`src/rtl/mole_field_if.sv`:
```
// Bundles the game-side signals of the mole field controller: selector, game
// timing, buttons in; LEDs, score pulses and the UP-hole count out.
interface mole_field_if #(
    parameter int NUM_HOLES = 10,
    parameter int SEL_W     = 4
) ();
    logic                 tick;
    logic [1:0]           mode;
    logic [SEL_W-1:0]     sel;
    logic                 spawn;
    logic [NUM_HOLES-1:0] btn;
    logic [NUM_HOLES-1:0] led;
    logic                 hit;
    logic                 miss;
    logic                 whiff;
    logic [SEL_W-1:0]     active_cnt;

    modport master (
        output tick, mode, sel, spawn, btn,
        input  led, hit, miss, whiff, active_cnt
    );

    modport slave (
        input  tick, mode, sel, spawn, btn,
        output led, hit, miss, whiff, active_cnt
    );
endinterface

```
`src/rtl/mole_field_ctrl.sv`:
```
// Per-hole DOWN/UP/FLASH mole controller driving NUM_HOLES LEDs with hit/miss pulses.
// Optional button-on-empty-hole pulse is enabled by defining MOLE_WHIFF_PENALTY_EN.
module mole_field_ctrl #(
    parameter int NUM_HOLES   = 10,
    parameter int SEL_W       = 4,
    parameter int POP_TICKS   = 8,
    parameter int FLASH_TICKS = 4
) (
    input  logic         clk,
    input  logic         rst_n,
    mole_field_if.slave  bus
);
    localparam int TMAX = (POP_TICKS > FLASH_TICKS) ? POP_TICKS : FLASH_TICKS;
    localparam int TW   = $clog2(TMAX + 1);

    typedef enum logic [1:0] {ST_DOWN, ST_UP, ST_FLASH} hole_st_e;

    hole_st_e             state_q [NUM_HOLES];
    hole_st_e             state_d [NUM_HOLES];
    logic [TW-1:0]        timer_q [NUM_HOLES];
    logic [TW-1:0]        timer_d [NUM_HOLES];
    logic [NUM_HOLES-1:0] phase_q, phase_d;
    logic [NUM_HOLES-1:0] led_q, led_d;
    logic                 hit_q, hit_d;
    logic                 miss_q, miss_d;
    logic [SEL_W-1:0]     cnt_q, cnt_d;
    logic                 mode_play_s;
    logic                 mode_freeze_s;
    logic                 spawn_ok_s;

    assign mode_play_s   = (bus.mode == 2'b01);
    assign mode_freeze_s = (bus.mode == 2'b10);
    assign spawn_ok_s    = bus.spawn && (bus.sel != SEL_W'(0)) && (bus.sel <= SEL_W'(NUM_HOLES));

    // Next state of every hole plus the derived LED image, pulses and UP count.
    always_comb begin
        state_d = state_q;
        timer_d = timer_q;
        phase_d = phase_q;
        hit_d   = 1'b0;
        miss_d  = 1'b0;
        led_d   = '0;
        cnt_d   = '0;
        for (int i = 0; i < NUM_HOLES; i++) begin
            if (mode_play_s) begin
                case (state_q[i])
                    ST_DOWN: begin
                        if (spawn_ok_s && (bus.sel == SEL_W'(i + 1))) begin
                            state_d[i] = ST_UP;
                            timer_d[i] = TW'(POP_TICKS);
                        end else begin
                            state_d[i] = ST_DOWN;
                        end
                    end
                    ST_UP: begin
                        // A hit takes priority over an expiry in the same cycle.
                        if (bus.btn[i]) begin
                            state_d[i] = ST_FLASH;
                            timer_d[i] = TW'(FLASH_TICKS);
                            phase_d[i] = 1'b1;
                            hit_d      = 1'b1;
                        end else if (bus.tick && (timer_q[i] == TW'(1))) begin
                            state_d[i] = ST_DOWN;
                            timer_d[i] = TW'(0);
                            miss_d     = 1'b1;
                        end else if (bus.tick) begin
                            timer_d[i] = timer_q[i] - TW'(1);
                        end else begin
                            timer_d[i] = timer_q[i];
                        end
                    end
                    ST_FLASH: begin
                        if (bus.tick && (timer_q[i] == TW'(1))) begin
                            state_d[i] = ST_DOWN;
                            timer_d[i] = TW'(0);
                            phase_d[i] = 1'b0;
                        end else if (bus.tick) begin
                            timer_d[i] = timer_q[i] - TW'(1);
                            phase_d[i] = ~phase_q[i];
                        end else begin
                            timer_d[i] = timer_q[i];
                        end
                    end
                    default: begin
                        state_d[i] = ST_DOWN;
                        timer_d[i] = TW'(0);
                        phase_d[i] = 1'b0;
                    end
                endcase
                led_d[i] = (state_d[i] == ST_UP) || ((state_d[i] == ST_FLASH) && phase_d[i]);
            end else if (mode_freeze_s) begin
                led_d[i] = 1'b0;
            end else begin
                state_d[i] = ST_DOWN;
                timer_d[i] = TW'(0);
                phase_d[i] = 1'b0;
                led_d[i]   = 1'b1;
            end
            if (state_d[i] == ST_UP) begin
                cnt_d = cnt_d + SEL_W'(1);
            end else begin
                cnt_d = cnt_d;
            end
        end
    end

    // Hole state, timers and registered outputs.
    always_ff @(posedge clk or negedge rst_n) begin
        if (!rst_n) begin
            for (int i = 0; i < NUM_HOLES; i++) begin
                state_q[i] <= ST_DOWN;
                timer_q[i] <= TW'(0);
            end
            phase_q <= '0;
            led_q   <= '0;
            hit_q   <= 1'b0;
            miss_q  <= 1'b0;
            cnt_q   <= '0;
        end else begin
            for (int i = 0; i < NUM_HOLES; i++) begin
                state_q[i] <= state_d[i];
                timer_q[i] <= timer_d[i];
            end
            phase_q <= phase_d;
            led_q   <= led_d;
            hit_q   <= hit_d;
            miss_q  <= miss_d;
            cnt_q   <= cnt_d;
        end
    end

`ifdef MOLE_WHIFF_PENALTY_EN
    logic whiff_q, whiff_d;

    // Any button on a hole that is not UP counts as a whiff, independent of hits elsewhere.
    always_comb begin
        whiff_d = 1'b0;
        if (mode_play_s) begin
            for (int i = 0; i < NUM_HOLES; i++) begin
                whiff_d = whiff_d | (bus.btn[i] && (state_q[i] != ST_UP));
            end
        end else begin
            whiff_d = 1'b0;
        end
    end

    // Whiff pulse register.
    always_ff @(posedge clk or negedge rst_n) begin
        if (!rst_n) begin
            whiff_q <= 1'b0;
        end else begin
            whiff_q <= whiff_d;
        end
    end

    assign bus.whiff = whiff_q;
`else
    assign bus.whiff = 1'b0;
`endif

    assign bus.led        = led_q;
    assign bus.hit        = hit_q;
    assign bus.miss       = miss_q;
    assign bus.active_cnt = cnt_q;
endmodule

```
`src/flat_wrapper.sv`:
```
// flat-port wrapper written by rule: the top's interface ports become plain ports
module mole_field_ctrl_flat 
#(
    parameter int NUM_HOLES   = 10,
    parameter int SEL_W       = 4,
    parameter int POP_TICKS   = 8,
    parameter int FLASH_TICKS = 4
)
  (clk, rst_n, bus_tick, bus_mode, bus_sel, bus_spawn, bus_btn, bus_led, bus_hit, bus_miss, bus_whiff, bus_active_cnt);
  mole_field_if #(.NUM_HOLES(NUM_HOLES), .SEL_W(SEL_W)) bus_i ();
  input  logic clk;
  input  logic rst_n;
  input wire logic [$bits(bus_i.tick)-1:0] bus_tick;
  input wire logic [$bits(bus_i.mode)-1:0] bus_mode;
  input wire logic [$bits(bus_i.sel)-1:0] bus_sel;
  input wire logic [$bits(bus_i.spawn)-1:0] bus_spawn;
  input wire logic [$bits(bus_i.btn)-1:0] bus_btn;
  output wire logic [$bits(bus_i.led)-1:0] bus_led;
  output wire logic [$bits(bus_i.hit)-1:0] bus_hit;
  output wire logic [$bits(bus_i.miss)-1:0] bus_miss;
  output wire logic [$bits(bus_i.whiff)-1:0] bus_whiff;
  output wire logic [$bits(bus_i.active_cnt)-1:0] bus_active_cnt;
  assign bus_i.tick = bus_tick;
  assign bus_i.mode = bus_mode;
  assign bus_i.sel = bus_sel;
  assign bus_i.spawn = bus_spawn;
  assign bus_i.btn = bus_btn;
  assign bus_led = bus_i.led;
  assign bus_hit = bus_i.hit;
  assign bus_miss = bus_i.miss;
  assign bus_whiff = bus_i.whiff;
  assign bus_active_cnt = bus_i.active_cnt;
  mole_field_ctrl #(.NUM_HOLES(NUM_HOLES), .SEL_W(SEL_W), .POP_TICKS(POP_TICKS), .FLASH_TICKS(FLASH_TICKS)) u_core (.clk(clk), .rst_n(rst_n), .bus(bus_i));
endmodule
```
`config.mk`:
```
export PLATFORM = sky130hd
export DESIGN_NAME = mole_field_ctrl_flat
export DESIGN_NICKNAME = d
export VERILOG_FILES = /design/src/rtl/mole_field_if.sv /design/src/rtl/mole_field_ctrl.sv /design/src/flat_wrapper.sv
export SDC_FILE = /design/constraint.sdc
export NUM_CORES = 1
export LEC_CHECK = 0
export CAP_MARGIN = 20
export CORE_UTILIZATION = 60
export CTS_CLUSTER_DIAMETER = 200
export DETAILED_ROUTE_END_ITERATION = 7
export DONT_BUFFER_PORTS = 1
export GPL_TIMING_DRIVEN = 1
export PLACE_DENSITY = 0.86
export SLEW_MARGIN = 20
export SYNTH_ARGS = -nofsm -noshare
export SYNTH_HDL_FRONTEND = slang
export SYNTH_SLANG_ARGS = --single-unit
```
`constraint.sdc`:
```
create_clock -name clk -period 10.7 [get_ports clk]
set_clock_uncertainty 0.15 [all_clocks]
set_input_delay 1.605 -clock clk [delete_from_list [all_inputs] [get_ports clk]]
set_output_delay 1.605 -clock clk [all_outputs]
set_load 0.02 [all_outputs]
```
==> impl_metrics.py <==
metrics = {
    "floorplan": {
        "pin_count": 37,
        "die_w_um": 106,
        "start_util": 0.622,
        "row_count": 37,
        "core_sq_um": 10400,
        "die_h_um": 106,
        "dieArea_sq_um": 11200,
    },
    "detailed_routing": {
        "ant_nets": 0,
        "vias": 5655,
        "wl_mm": 15.1,
        "drtPass1Iterations": 5,
        "vias_per_cell": 6.27,
        "drt-initial-drc-count": 476,
        "routedWlPerCell_um": 16.7,
        "route.detailed.drc": 0,
    },
    "critical_path": {
        "crit_type": "in2reg",
        "cp.arrival_ns": 7.98,
        "required_ns": 10.80,
        "cp-start-kind": "input pin",
        "crit_path_frequent_cell": "ha_1",
        "rr_worst_depth": 34,
        "cp-end-kind": "register",
        "cpMaxStageDelayCell": "nor4bb_1",
        "cp_max_fo": 74,
        "critical_path.max_stage_delay_ns": 0.93,
    },
    "timing": {
        "slew_viol_final": 0,
        "slew_headroom": 0.245,
        "worst_pin_slew_ns": 1.12,
        "period_needed_ns": 7.88,
        "fin_ws_ns": 2.82,
        "hold_viol": 0,
        "setup_viol": 0,
        "post-route-period-util": 0.736,
        "rsz0062_at_grt": "false",
        "max_freq_mhz": 127,
        "tns_ns": 0,
    },
    "global_routing": {
        "grt_max_degree": 87,
        "antenna_found_initial": 0,
        "grt_pass1_vias": 5338,
        "grt_pass1_wl_mm": 25.5,
        "grt_usage": 0.282,
        "overflow": 0,
    },
    "clock_tree": {
        "clk_latency_ns": 0.36,
        "cts_tree": "yes",
        "ctsHoldBuffers": 0,
        "cts.path.max_buffers": 2,
        "cts_sinks": 86,
        "cts_resized": 0,
        "numCtsBuffers": 9,
        "root_buffer": "clkbuf_8",
        "postCtsSetupRepairBufs": 0,
        "htreeDepth": 3,
        "clk_pin_slew_ns": 0.09,
    },
    "final_layout": {
        "layout.nets": 811,
        "syn_to_final_growth_pct": 3.45,
        "fin_util": 0.644,
        "drive_gt1_frac": 0.0640,
        "antenna_cells": 0,
        "fillerInstances": 846,
        "fin_cells": 902,
    },
    "job": {
        "drv_cap": 0,
    },
    "synth": {
        "synth_fp_nets": 842,
        "synth_cells": 793,
        "synth-main-ff-cell": "dfrtp_1",
        "ys_seq_area_frac": 0.334,
        "synth_edf_count": 0,
        "synthDistinctLibCells": 72,
        "netlist_area_sq_um": 6450,
        "ys_ff_latch": 86,
        "synth.avg_cell_area_sq_um": 8.14,
        "yosysWarnings": 0,
        "synthArstFlopShare": 1.00,
    },
    "power": {
        "seqPwrFrac": 0.503,
        "p_leak_nw": 2.96,
        "p_comb_frac": 0.168,
        "switching_power_uw": 212,
        "p_per_area_nw_per_um2": 106,
        "vdd_ir_drop_max_v": 0.000100,
        "clock_power_share": 0.330,
        "intPower_uw": 497,
        "p_sw_frac": 0.299,
    },
    "place": {
        "hpwl_mm": 10.6,
        "place_ws_ns": 2.55,
        "port-buffer-count": 0,
        "dp.cells": 887,
        "gp_congestion": 0.918,
    },
    "min_path": {
        "hold_path_depth": 2,
        "hold_path_class": "reg2reg",
    },
    "outcome": {
        "outcome": "complete, no violations",
    },
}
## cell usage after synthesis, drive strengths merged (7+ instances only)
cell	n	area (sq um)
xnor2	13	121
nand3	20	100
inv	44	165
o31ai	9	67.6
ha	29	363
nand2b	17	106
o211ai	8	60.1
a22oi	7	71.3
mux2i	17	170
nor2b	15	93.8
nor3	27	135
a21oi	58	290
dfrtp	86	2150
o21a	8	60.1
buf	7	32.5
o22a	7	61.3
xor2	14	130
nor2	89	334
nor4bb	7	70.1
clkbuf	41	154
o32a	8	92.6
o21ai	76	380
nand2	77	289
## layout by cell type (no fill, tap or decap), drive strengths merged, types with 5 or more instances in the layout
| cell type | n |
|---|---|
| a21oi | 58 |
| or3b | 5 |
| xnor3 | 5 |
| nor3 | 27 |
| o21a | 8 |
| a31oi | 5 |
| a22oi | 7 |
| o32a | 8 |
| and3 | 5 |
| nand3b | 6 |
| or3 | 5 |
| dfrtp | 86 |
| nand3 | 20 |
| or2 | 5 |
| clkbuf | 11 |
| xnor2 | 13 |
| nor2b | 15 |
| inv | 44 |
| nor4bb | 7 |
| nand4b | 6 |
| o21ai | 76 |
| o31ai | 9 |
| o22a | 7 |
| nand2 | 77 |
| mux2i | 17 |
| o32ai | 6 |
| buf | 6 |
| nand2b | 17 |
| xor2 | 14 |
| nor2 | 89 |
| mux2 | 6 |
| ha | 29 |
| o211ai | 8 |
## worst paths after layout
check | from | endpoint | slack [ns]
setup / recovery | bus_tick | u_core.bus.active_cnt[1]$_DFF_PN0_ | 2.82
hold / removal | u_core.timer_q[5]$_DFFE_PN0P_ | u_core.timer_q[5]$_DFFE_PN0P_ | 0.35
setup reg to reg | u_core.timer_q[37]$_DFFE_PN0P_ | u_core.bus.active_cnt[1]$_DFF_PN0_ | 3.47
hold reg to reg | u_core.timer_q[5]$_DFFE_PN0P_ | u_core.timer_q[5]$_DFFE_PN0P_ | 0.35
max in group asynchronous | rst_n | u_core.state_q[0]$_DFF_PN0_ | 9.45
min in group asynchronous | rst_n | u_core.bus.led[3]$_DFF_PN0_ | 0.78
## worst max-delay path: cells and delay by family
family	cells	cell delay (ns)
AOI/OAI and AO/OA	7	1.02
muxes	3	0.70
adders and majority gates	8	2.11
buffers and inverters	4	0.18
and+or+nand+nor	10	2.34
## registers in the layout, indices dropped and copies added, names as in the netlist
signal,cells
u_core.bus.miss,1
u_core.bus.active_cnt,4
u_core.bus.led,10
u_core.timer_q,40
u_core.state_q,20
u_core.bus.hit,1
u_core.phase_q,10
## final cells by class
class	instances	area (sq um)	area share
multi-input combinational	615	3950	0.592
inverter	44	165	0.0247
clock inverter	4	47.5	0.00712
clock buffer	11	141	0.0212
sequential	86	2150	0.322
tap	136	170	0.0255
timing repair buffer	6	45.0	0.00675
## per-layer routing
layer | wire (um) | global-route usage | vias to the layer above
met5 | 0 | 0 | -
met4 | 150 | 0.0804 | 0
met2 | 7320 | 0.477 | 183
met3 | 813 | 0.0365 | 14
met1 | 6790 | 0.378 | 2698
li1 | - | - | 2760
## power groups by stage
stage	sequential, mW	combinational, mW	clock, mW
6_report	0.357	0.119	0.234
5_1_grt	0.358	0.134	0.249
4_1_cts	0.357	0.118	0.236
3_5_place_dp	0.363	0.117	0
3_3_place_gp	0.362	0.112	0
2_1_floorplan	0.356	0.103	0
## logic make-up (layout without fill, tap and decap cells)
group / after synthesis / count (layout) / share of synthesized area
XOR/XNOR: 32 / 32 / 0.0568
adder cells (fa/ha/maj): 29 / 29 / 0.0562
buffers and inverters: 92 / 65 / 0.0545
flip-flops: 86 / 86 / 0.334
AO/OA/AOI/OAI: 224 / 224 / 0.222
AND/OR/NAND/NOR: 306 / 306 / 0.239
multiplexers: 23 / 23 / 0.0368
other: 1 / 1 / 0.000581
## per-stage QoR
step | instance area, sq um | power [mW] | hold WS, ns
3_5_place_dp | 6480 | 0.480 | 0.332
2_1_floorplan | 6450 | 0.460 | 0.298
4_1_cts | 6670 | 0.710 | 0.354
6_report | 6670 | 0.709 | 0.348
3_3_place_gp | 6480 | 0.474 | 0.316
5_1_grt | 6670 | 0.741 | 0.393
Power figures use the tool's default switching activity.
